[src/rtl/control_sequencer.sv]
// Hardwired T-state control sequencer for the single-bus CPU datapath.
// Build option: define CTRL_ILLEGAL_HALT_EN to halt on undefined opcodes instead of treating them as nop.
module control_sequencer #(
    parameter int unsigned ALU_W = 12
) (
    input  logic             clk,
    input  logic             clr,
    input  logic [31:0]      IR,
    input  logic             CON,
    input  logic             Stop,
    output logic             PCout, MDRout, Zlowout, Zhighout, HIout, LOout, InPortout, Cout,
    output logic             MARin, PCin, MDRin, IRin, Yin, Zin, HIin, LOin, CONin, OutPortIn, R15in, r15write,
    output logic             Gra, Grb, Grc, Rin, Rout, BAout,
    output logic             IncPC, RAMread, RAMwrite, MDRRead, con_FF_Reset,
    output logic [ALU_W-1:0] ALUControl,
    output logic             Run
);
    localparam int unsigned ALU_IDX_W = 4;

    typedef enum logic [3:0] {
        S_RESET, S_T0, S_T1, S_T2, S_T3, S_T4, S_T5, S_T6, S_T7, S_HALT
    } state_t;

    typedef enum logic [4:0] {
        C_LD, C_LDI, C_ST, C_ALU, C_IMM, C_MULDIV, C_NEGNOT, C_BR, C_JR, C_JAL,
        C_IN, C_OUT, C_MFHI, C_MFLO, C_NOP, C_HALT, C_ILL
    } cls_t;

    state_t                r_state, w_next, w_succ;
    cls_t                  w_cls;
    logic [4:0]            w_opc;
    logic [ALU_IDX_W-1:0]  w_op_alu, w_alu_idx;
    logic                  w_alu_en, w_last, w_to_halt;
    logic                  w_unused_ir;

    assign w_opc       = IR[31:27];
    assign w_unused_ir = ^IR[26:0];

    always_ff @(posedge clk or negedge clr) begin
        if (!clr) r_state <= S_RESET;
        else      r_state <= w_next;
    end

    // Opcode -> instruction class and the one-hot index of its ALU operation (ADD by default).
    always_comb begin
        w_cls    = C_ILL;
        w_op_alu = 4'd0;
        case (w_opc)
            5'd0:  w_cls = C_LD;
            5'd1:  w_cls = C_LDI;
            5'd2:  w_cls = C_ST;
            5'd3, 5'd4, 5'd5, 5'd6, 5'd7, 5'd8, 5'd9, 5'd10: begin
                w_cls    = C_ALU;
                w_op_alu = 4'(w_opc - 5'd3);
            end
            5'd11: w_cls = C_IMM;
            5'd12: begin w_cls = C_IMM; w_op_alu = 4'd2; end
            5'd13: begin w_cls = C_IMM; w_op_alu = 4'd3; end
            5'd14, 5'd15: begin w_cls = C_MULDIV; w_op_alu = 4'd8 + {3'b000, w_opc[0]}; end
            5'd16, 5'd17: begin w_cls = C_NEGNOT; w_op_alu = 4'd10 + {3'b000, w_opc[0]}; end
            5'd18: w_cls = C_BR;
            5'd19: w_cls = C_JR;
            5'd20: w_cls = C_JAL;
            5'd21: w_cls = C_IN;
            5'd22: w_cls = C_OUT;
            5'd23: w_cls = C_MFHI;
            5'd24: w_cls = C_MFLO;
            5'd25: w_cls = C_NOP;
            5'd26: w_cls = C_HALT;
            default: w_cls = C_ILL;
        endcase
    end

    // Per-state strobe decode plus next-state selection.
    always_comb begin
        {PCout, MDRout, Zlowout, Zhighout, HIout, LOout, InPortout, Cout} = 8'd0;
        {MARin, PCin, MDRin, IRin, Yin, Zin, HIin, LOin, CONin, OutPortIn, R15in, r15write} = 12'd0;
        {Gra, Grb, Grc, Rin, Rout, BAout} = 6'd0;
        {IncPC, RAMread, RAMwrite, MDRRead, con_FF_Reset} = 5'd0;
        w_alu_en  = 1'b0;
        w_alu_idx = 4'd0;
        w_last    = 1'b0;
        w_to_halt = 1'b0;
        case (r_state)
            S_RESET: w_last = 1'b1;
            S_T0: begin PCout = 1'b1; MARin = 1'b1; IncPC = 1'b1; Zin = 1'b1; w_alu_en = 1'b1; end
            S_T1: begin Zlowout = 1'b1; PCin = 1'b1; RAMread = 1'b1; MDRRead = 1'b1; MDRin = 1'b1; end
            S_T2: begin MDRout = 1'b1; IRin = 1'b1; con_FF_Reset = 1'b1; end
            S_T3: begin
                case (w_cls)
                    C_LD, C_LDI, C_ST: begin Grb = 1'b1; BAout = 1'b1; Yin = 1'b1; end
                    C_ALU, C_IMM:      begin Grb = 1'b1; Rout = 1'b1; Yin = 1'b1; end
                    C_MULDIV:          begin Gra = 1'b1; Rout = 1'b1; Yin = 1'b1; end
                    C_NEGNOT: begin
                        Grb = 1'b1; Rout = 1'b1; Zin = 1'b1;
                        w_alu_en = 1'b1; w_alu_idx = w_op_alu;
                    end
                    C_BR:   begin Gra = 1'b1; Rout = 1'b1; CONin = 1'b1; end
                    C_JR:   begin Gra = 1'b1; Rout = 1'b1; PCin = 1'b1; w_last = 1'b1; end
                    C_JAL:  begin PCout = 1'b1; R15in = 1'b1; r15write = 1'b1; end
                    C_IN:   begin InPortout = 1'b1; Gra = 1'b1; Rin = 1'b1; w_last = 1'b1; end
                    C_OUT:  begin Gra = 1'b1; Rout = 1'b1; OutPortIn = 1'b1; w_last = 1'b1; end
                    C_MFHI: begin HIout = 1'b1; Gra = 1'b1; Rin = 1'b1; w_last = 1'b1; end
                    C_MFLO: begin LOout = 1'b1; Gra = 1'b1; Rin = 1'b1; w_last = 1'b1; end
                    C_NOP:  w_last = 1'b1;
                    C_HALT: w_to_halt = 1'b1;
                    default: begin
`ifdef CTRL_ILLEGAL_HALT_EN
                        w_to_halt = 1'b1;
`else
                        w_last = 1'b1;
`endif
                    end
                endcase
            end
            S_T4: begin
                case (w_cls)
                    C_ALU:    begin Grc = 1'b1; Rout = 1'b1; Zin = 1'b1; w_alu_en = 1'b1; w_alu_idx = w_op_alu; end
                    C_IMM, C_LD, C_LDI, C_ST:
                              begin Cout = 1'b1; Zin = 1'b1; w_alu_en = 1'b1; w_alu_idx = w_op_alu; end
                    C_MULDIV: begin Grb = 1'b1; Rout = 1'b1; Zin = 1'b1; w_alu_en = 1'b1; w_alu_idx = w_op_alu; end
                    C_NEGNOT: begin Zlowout = 1'b1; Gra = 1'b1; Rin = 1'b1; w_last = 1'b1; end
                    C_BR:     begin PCout = 1'b1; Yin = 1'b1; end
                    C_JAL:    begin Gra = 1'b1; Rout = 1'b1; PCin = 1'b1; w_last = 1'b1; end
                    default:  w_last = 1'b1;
                endcase
            end
            S_T5: begin
                case (w_cls)
                    C_ALU, C_IMM, C_LDI: begin Zlowout = 1'b1; Gra = 1'b1; Rin = 1'b1; w_last = 1'b1; end
                    C_LD, C_ST:          begin Zlowout = 1'b1; MARin = 1'b1; end
                    C_MULDIV:            begin Zlowout = 1'b1; LOin = 1'b1; end
                    C_BR:                begin Cout = 1'b1; Zin = 1'b1; w_alu_en = 1'b1; end
                    default:             w_last = 1'b1;
                endcase
            end
            S_T6: begin
                case (w_cls)
                    C_LD:     begin RAMread = 1'b1; MDRRead = 1'b1; MDRin = 1'b1; end
                    C_ST:     begin Gra = 1'b1; Rout = 1'b1; MDRin = 1'b1; end
                    C_MULDIV: begin Zhighout = 1'b1; HIin = 1'b1; w_last = 1'b1; end
                    C_BR: begin
                        if (CON) begin Zlowout = 1'b1; PCin = 1'b1; end
                        w_last = 1'b1;
                    end
                    default:  w_last = 1'b1;
                endcase
            end
            S_T7: begin
                if (w_cls == C_LD) begin MDRout = 1'b1; Gra = 1'b1; Rin = 1'b1; end
                else if (w_cls == C_ST) RAMwrite = 1'b1;
                w_last = 1'b1;
            end
            default: w_to_halt = 1'b1;
        endcase

        ALUControl = w_alu_en ? (ALU_W'(1) << w_alu_idx) : '0;

        case (r_state)
            S_T0:    w_succ = S_T1;
            S_T1:    w_succ = S_T2;
            S_T2:    w_succ = S_T3;
            S_T3:    w_succ = S_T4;
            S_T4:    w_succ = S_T5;
            S_T5:    w_succ = S_T6;
            S_T6:    w_succ = S_T7;
            default: w_succ = S_HALT;
        endcase

        // Stop is only honoured where the sequencer would otherwise re-enter fetch.
        if (w_to_halt)   w_next = S_HALT;
        else if (w_last) w_next = Stop ? S_HALT : S_T0;
        else             w_next = w_succ;

        Run = (r_state != S_RESET) && (r_state != S_HALT);
    end
endmodule
[config.mk]
export PLATFORM = sky130hd
export DESIGN_NAME = control_sequencer
export DESIGN_NICKNAME = d
export VERILOG_FILES = /design/src/rtl/control_sequencer.sv
export SDC_FILE = /design/constraint.sdc
export NUM_CORES = 1
export LEC_CHECK = 0
export CAP_MARGIN = 5
export CORE_MARGIN = 5
export CORE_UTILIZATION = 42
export DETAILED_ROUTE_END_ITERATION = 16
export GPL_ROUTABILITY_DRIVEN = 0
export PLACE_DENSITY = 0.88
export SETUP_SLACK_MARGIN = 0.5
export SLEW_MARGIN = 0
export SYNTH_ARGS = -nofsm -noshare
export SYNTH_HDL_FRONTEND = slang
export SYNTH_SLANG_ARGS = --single-unit
export TNS_END_PERCENT = 20
[constraint.sdc]
create_clock -name clk -period 4.2 [get_ports clk]
set_input_delay 0.63 -clock clk [delete_from_list [all_inputs] [get_ports clk]]
set_output_delay 0.63 -clock clk [all_outputs]
set_load 0.01 [all_outputs]
==> results of run 1 <==
cell type report:
class                           instances  area (um2)
Tap cell                               44        55.1
Inverter                                5        18.8
Multi-Input combinational cell        189        1240
Timing Repair Buffer                  102         887
Clock buffer                            3        22.5
Fill cell                             219         753
Sequential cell                         4         100
critical path: stages:
cell             delay [ns]
clkdlybuf4s15_2        0.22
inv_1                  0.08
ha_1                   0.22
buf_4                  0.16
or3_1                  0.42
nor2_1                 0.18
nor3_1                 0.11
buf_4                  0.17
and3_1                 0.21
buf_4                  0.15
a41o_1                 0.22
clkdlybuf4s50_1        0.47
layout by cell type, fill, tap and decap left out, drive strengths merged, types with 2 or more instances in the layout:
cell,n
buf,51
nor2,30
clkdlybuf4s50,27
nand2,24
nor3,19
dlygate4sd2,17
a21oi,14
o21ai,10
nand3,9
nor4,9
or3,7
inv,5
clkbuf,5
nand4,4
and3,4
dfrtp,4
a211oi,4
ha,4
or2,4
nand2b,4
a21o,3
xor2,3
dlymetal6s2s,3
a31oi,3
and2,2
o21a,2
nor2b,2
a211o,2
o22ai,2
o211ai,2
xnor2,2
o2111ai,2
a32oi,2
o221ai,2
stage by stage:
step | util [%] | area [um2] | setup WS, ns | total power, mW | TNS [ns]
floorplan | - | 1370 | 0.767 | 0.372 | 0
finish | 75.5 | 2320 | 0.326 | 0.679 | 0
global route | 75.5 | 2320 | 0.300 | 0.726 | 0
CTS | 73.7 | 2270 | 0.386 | 0.656 | 0
global placement | 71.3 | 2190 | -0.113 | 0.587 | -0.248
detailed placement | 71.3 | 2190 | -0.181 | 0.598 | -0.615
power by group through the flow:
stage                     clock [mW]  sequential (mW)  combinational, mW
after CTS                     0.0531            0.102              0.501
after floorplan                    0           0.0580              0.314
after global routing          0.0557            0.110              0.560
after detailed placement           0            0.103              0.495
final                         0.0541            0.104              0.520
after global placement             0            0.103              0.484
per-layer routing:
layer,GRT usage [%],part of all wire (%),vias up,wire (um)
li1,-,-,979,-
met1,31.0,40,947,2250
met2,40.5,46,164,2600
met3,3.54,12,15,662
met4,7.34,1.7,0,93
met5,0,0,-,0
repair_timing:
item	in CTS	in global routing
endpoints found under the setup margin	37	34
gates resized for setup	43	18
pin swaps	7	4
setup buffers	2	2
kinds of logic after synthesis:
logic type	after synthesis
AOI/OAI and AO/OA	60
DFF	4
xor gates and xnor gates	5
adders and majority gates	4
buffers and inverters	26
and+or+nand+nor	120
path summary, 6_finish.rpt:
check                      slack, ns  cells after the start        from    endpoint
max                             0.33                     12      IR[28]      MDRout
min                             0.57                      1         clr  r_state[1]
max reg2reg                     1.65                      8  r_state[3]  r_state[2]
min reg2reg                     0.71                      2  r_state[2]  r_state[2]
max in group asynchronous       3.47                      1         clr  r_state[2]
min in group clk                0.71                      2  r_state[2]  r_state[2]
==> results.md, run 1 <==
- Vias in the first global route: between 1,500 and 2,000
- Largest regs: r_state (4)
- CTS tree: done
- Synth cell types: 54
- Crit end category: primary output
- Fmax: between 0.2 and 0.3 GHz
- Net Sw Power: ~340 uW
- Crit path DAT: about 3.2 ns
- Worst relative slew slack: 45.0%
- Reg power frac: roughly 15%
- EDFF count, synth: 0
- Final Skew: around 0.0059 ns
- DIE WIDTH: 67.1 um
- Worst Hold Slack: around 0.57 ns
- Post-synthesis mux area share: 0%
- Post-synthesis adder-cell area fraction: roughly 3.7%
- Diodes inserted: 0
- Synth Area in Compound Gates: between 30% and 40%
- I/O pin total: 80
- Clk_lat worst skew: 0.25 ns
- Count leader, synth: nor2_1
- Tightest Pin Transition: 0.818 ns
- Synth cell count leaders: nor2_1 (30), nand2_1 (24), nor3_1 (18)
- Number of flip-flops under the largest register name: 4
- Kind of critical path: primary input to primary output
- Full die area: around 4500 um2
- Global route total overflow: 0
- Largest net degree at the start of global routing: 20
- Inst Count DP: 340
- WL final: ~5600 um
- Antenna violations before repair: 0
- Clock slew at reported path FFs: 0.05 ns
- Share of cells above drive strength 1: 27.7%
- 1st-iter DRT viols: ~200
- Vias/cell: about 6
- Worst min path class: primary input to async pin
- Number of remaining DRC errors: 0
- First-pass GRT wire length: 8510 um
- Startpoint Class: primary input
- Mapped Cells: around 220
- Largest family of logic cells by synthesized area: simple AND/OR/NAND/NOR gates
- Num CTS Buffers: 3
- Max rail drop VDD: between 0.15 and 0.2 mV
- Buffer levels on the longest clock path: 2
- Gate power share: 76.6%
- Sw Share: about 50%
- Clock root cell: clkbuf_4
- Synth Area in XOR/XNOR: under 10%
- P_int: between 300 and 400 uW
- Synth warn: 0
- Post-Syn Nets: roughly 260
- Primary FF master, synth: dfrtp_1
- Final period utilization: slightly above 90%
- Ys async rst share: between 90% and 100%
- H-tree levels: 1
- Hold Vio Cnt, Final: 0
- Post-Syn Area: roughly 1400 um2
- Syn Area/Cell: about 6.3 um2
- Core area: 3080 um2
- Synth area leader: nor2_1
- Post-synthesis sequential area ratio: approximately 7.3%
- Antenna-violating nets left: 0
- P_leak: around 1.1 nW
- # nets final: 345
- Synth top area cells: nor2_1 (8.2%), dfrtp_1 (7.3%), nor3_1 (6.6%)
- Die span in y: 67.1 um
- RSZ-0062 raised after global routing: yes
- Synthesized flop and latch total: 4
- Biggest register: r_state
- GRT Total Usage: 24.0%
- Final HPWL DP: between 4000 and 5000 um
- Crit path max fanout: 6
- # setup viols final: 0
- DR pass1 iterations: 6
- Drt wl/cell: 16.2 um
- Req. time, crit path: 3.57 ns
- Hold buffers post-CTS: 0
- Period minus WS final: 3.87 ns
- Fraction of the mapped netlist area in simple logic gates: a little over two fifths
- Status: finished, final reports clean
- PwrDens: roughly 300 nW/um2
- Clock network fraction of total power: under 10%
- Vias post-DR: ~2,100
- Final std cells w/o fill: about 350
- Max Cap Viol: 0
- Area Overhead vs Synth: 69.8%
- Row count: 20
- Top cell type's share of synthesized area: slightly above 8%
- IO buf count: 52
- CTS Sinks: 4
- Starting Density: 44.5%
- Max Slew Vio Count: 0
(Power assumes the default switching activity.)
==> run 2, diff against run 1 <==
--- a/config.mk
+++ b/config.mk
@@ -10,7 +10,7 @@
 export CORE_UTILIZATION = 42
 export DETAILED_ROUTE_END_ITERATION = 16
 export GPL_ROUTABILITY_DRIVEN = 0
-export PLACE_DENSITY = 0.88
+export PLACE_DENSITY = 0.86
 export SETUP_SLACK_MARGIN = 0.5
 export SLEW_MARGIN = 0
 export SYNTH_ARGS = -nofsm -noshare
==> results.md, run 2 (synthesis gave the netlist of run 1 again) <==
- Dpl cell area: 2190 um2 (about the same)
- DIE WIDTH: 67.1 um (unchanged)
- Power Total: 673 uW (was 679 uW)
- Final Skew: 0.000126 ns (was 0.00590 ns)
- Final HPWL DP: 4160 um (was 4050 um)
- Clock slew at reported path FFs: 0.04 ns (was 0.05 ns)
- Die span in y: 67.1 um (unchanged)
- Share of cells above drive strength 1: 27.7% (unchanged)
- Worst min path class: primary input to async pin (unchanged)
- Clk_lat worst skew: 0.23 ns (was 0.25 ns)
- GRT Total Usage: 26.2% (was 24.0%)
- Vias in the first global route: 2,049 (was 1,861)
- Biggest register: r_state (unchanged)
- H-tree levels: 1 (unchanged)
- RSZ-0062 raised after global routing: yes (unchanged)
- Commonest non-fill, non-tap cell in the layout: buf_4 (unchanged)
- # setup viols final: 0 (unchanged)
- Number of flip-flops under the largest register name: 4 (unchanged)
- IO buf count: 52 (unchanged)
- Max Cap Viol: 0 (unchanged)
- Crit path max fanout: 13 (was 6)
- Hold Vio Cnt, Final: 0 (unchanged)
- Final worst setup slack: 0.382 ns (was 0.326 ns)
- Final instance area: 2300 um2 (was 2320 um2)
- Largest net degree at the start of global routing: 18 (was 20)
- First-pass GRT wire length: 9450 um (was 8510 um)
- Pre-CTS WS: -0.239 ns (was -0.181 ns)
- Global route total overflow: 0 (unchanged)
- Starting Density: 44.5% (unchanged)
- Worst relative slew slack: 50.3% (was 45.0%)
- I/O pin total: 80 (unchanged)
- Clock root cell: clkbuf_4 (unchanged)
- P_leak: 1.03 nW (was 1.07 nW)
- Num CTS Buffers: 3 (unchanged)
- Max rail drop VDD: 0.159 mV (was 0.167 mV)
- Most frequent cells in the layout: buf_4 (49), clkdlybuf4s50_1 (33), nor2_1 (29) (was buf_4 (47), nor2_1 (29), clkdlybuf4s50_1 (27))
- Antenna-violating nets left: 0 (unchanged)
- DR pass1 iterations: 6 (unchanged)
- Crit path DAT: 3.19 ns (was 3.24 ns)
- PwrDens: 293 nW/um2 (was 292 nW/um2)
- Area Overhead vs Synth: 68.0% (was 69.8%)
- Kind of critical path: primary input to primary output (unchanged)
- Tightest Pin Transition: 0.739 ns (was 0.818 ns)
- Buffer levels on the longest clock path: 2 (unchanged)
- Diodes inserted: 0 (unchanged)
- Row count: 20 (unchanged)
- WL final: 5790 um (was 5610 um)
- Req. time, crit path: 3.57 ns (about the same)
- Full die area: 4500 um2 (unchanged)
- Vias/cell: 6.38 (was 6.07)
- # nets final: 345 (unchanged)
- Fmax: 0.262 GHz (was 0.258 GHz)
- Number of remaining DRC errors: 0 (unchanged)
- Vias post-DR: 2,214 (was 2,105)
- Core area: 3080 um2 (unchanged)
- Startpoint Class: primary input (unchanged)
- Final period utilization: 90.9% (was 92.2%)
- CTS tree: done (unchanged)
- Crit end category: primary output (unchanged)
- Period minus WS final: 3.82 ns (was 3.87 ns)
- Largest regs: r_state (4) (unchanged)
- CTS Sinks: 4 (unchanged)
- Antenna violations before repair: 0 (unchanged)
- Status: finished, final reports clean (unchanged)
- Drt wl/cell: 16.7 um (was 16.2 um)
- Max Slew Vio Count: 0 (unchanged)
- 1st-iter DRT viols: 267 (was 206)
-- run 2: where the power goes --
group	total (mW)	internal [mW]	switching, mW
logic	0.516	0.246	0.270
clock network	0.0477	0.0320	0.0158
registers	0.110	0.0540	0.0558
total	0.673	0.332	0.341
-- run 2: cell type report --
class                      count  area (um2)
timing repair buffer         102         872
inverter                       5        21.3
sequential                     4         100
multi-input combinational    189        1230
fill                         226         778
tap                           44        55.1
clock buffer                   3        22.5
-- run 2: path summary, 6_finish.rpt --
kind | slack [ns] | end | cells after the start | from
max in group asynchronous | 3.45 | r_state[3] | 1 | clr
min in group clk | 0.72 | r_state[2] | 2 | r_state[2]
setup / recovery | 0.38 | Gra | 13 | IR[28]
hold / removal | 0.59 | r_state[1] | 1 | clr
hold reg to reg | 0.72 | r_state[2] | 2 | r_state[2]
setup reg to reg | 1.58 | r_state[0] | 8 | r_state[3]
-- run 2: critical path, cell delays in order --
cell	delay [ns]
buf_2	0.15
inv_2	0.09
ha_2	0.19
nor3_2	0.05
buf_4	0.15
o32a_4	0.40
a32o_1	0.25
buf_4	0.19
nand4_1	0.11
a31oi_1	0.10
a211o_1	0.25
nand3b_1	0.16
clkdlybuf4s50_1	0.48
-- run 2: stage by stage --
step                cells  hold slack (ns)  setup TNS [ns]  utilization (%)
floorplan             219            0.334               0                -
global placement      341            0.675          -0.236             71.1
detailed placement    341            0.691          -0.906             71.1
CTS                   347            0.596               0             73.9
global route          347            0.609               0             74.7
finish                347            0.594               0             74.7
-- run 2: what timing repair did --
item | CTS | global route
gates cloned | 0 | 0
resized for setup | 51 | 8
endpoints found under the setup margin | 37 | 27
buffers inserted | 3 | 0
hold buffers | 0 | 0
pin swaps | 2 | 0
-- run 2: layer usage --
layer  wire length, um  part of all wire (%)  track usage, %
met1              2330                    40            35.2
met2              2610                    45            42.3
met3               635                    11            3.37
met4               218                   3.8            9.11
met5                 0                     0               0
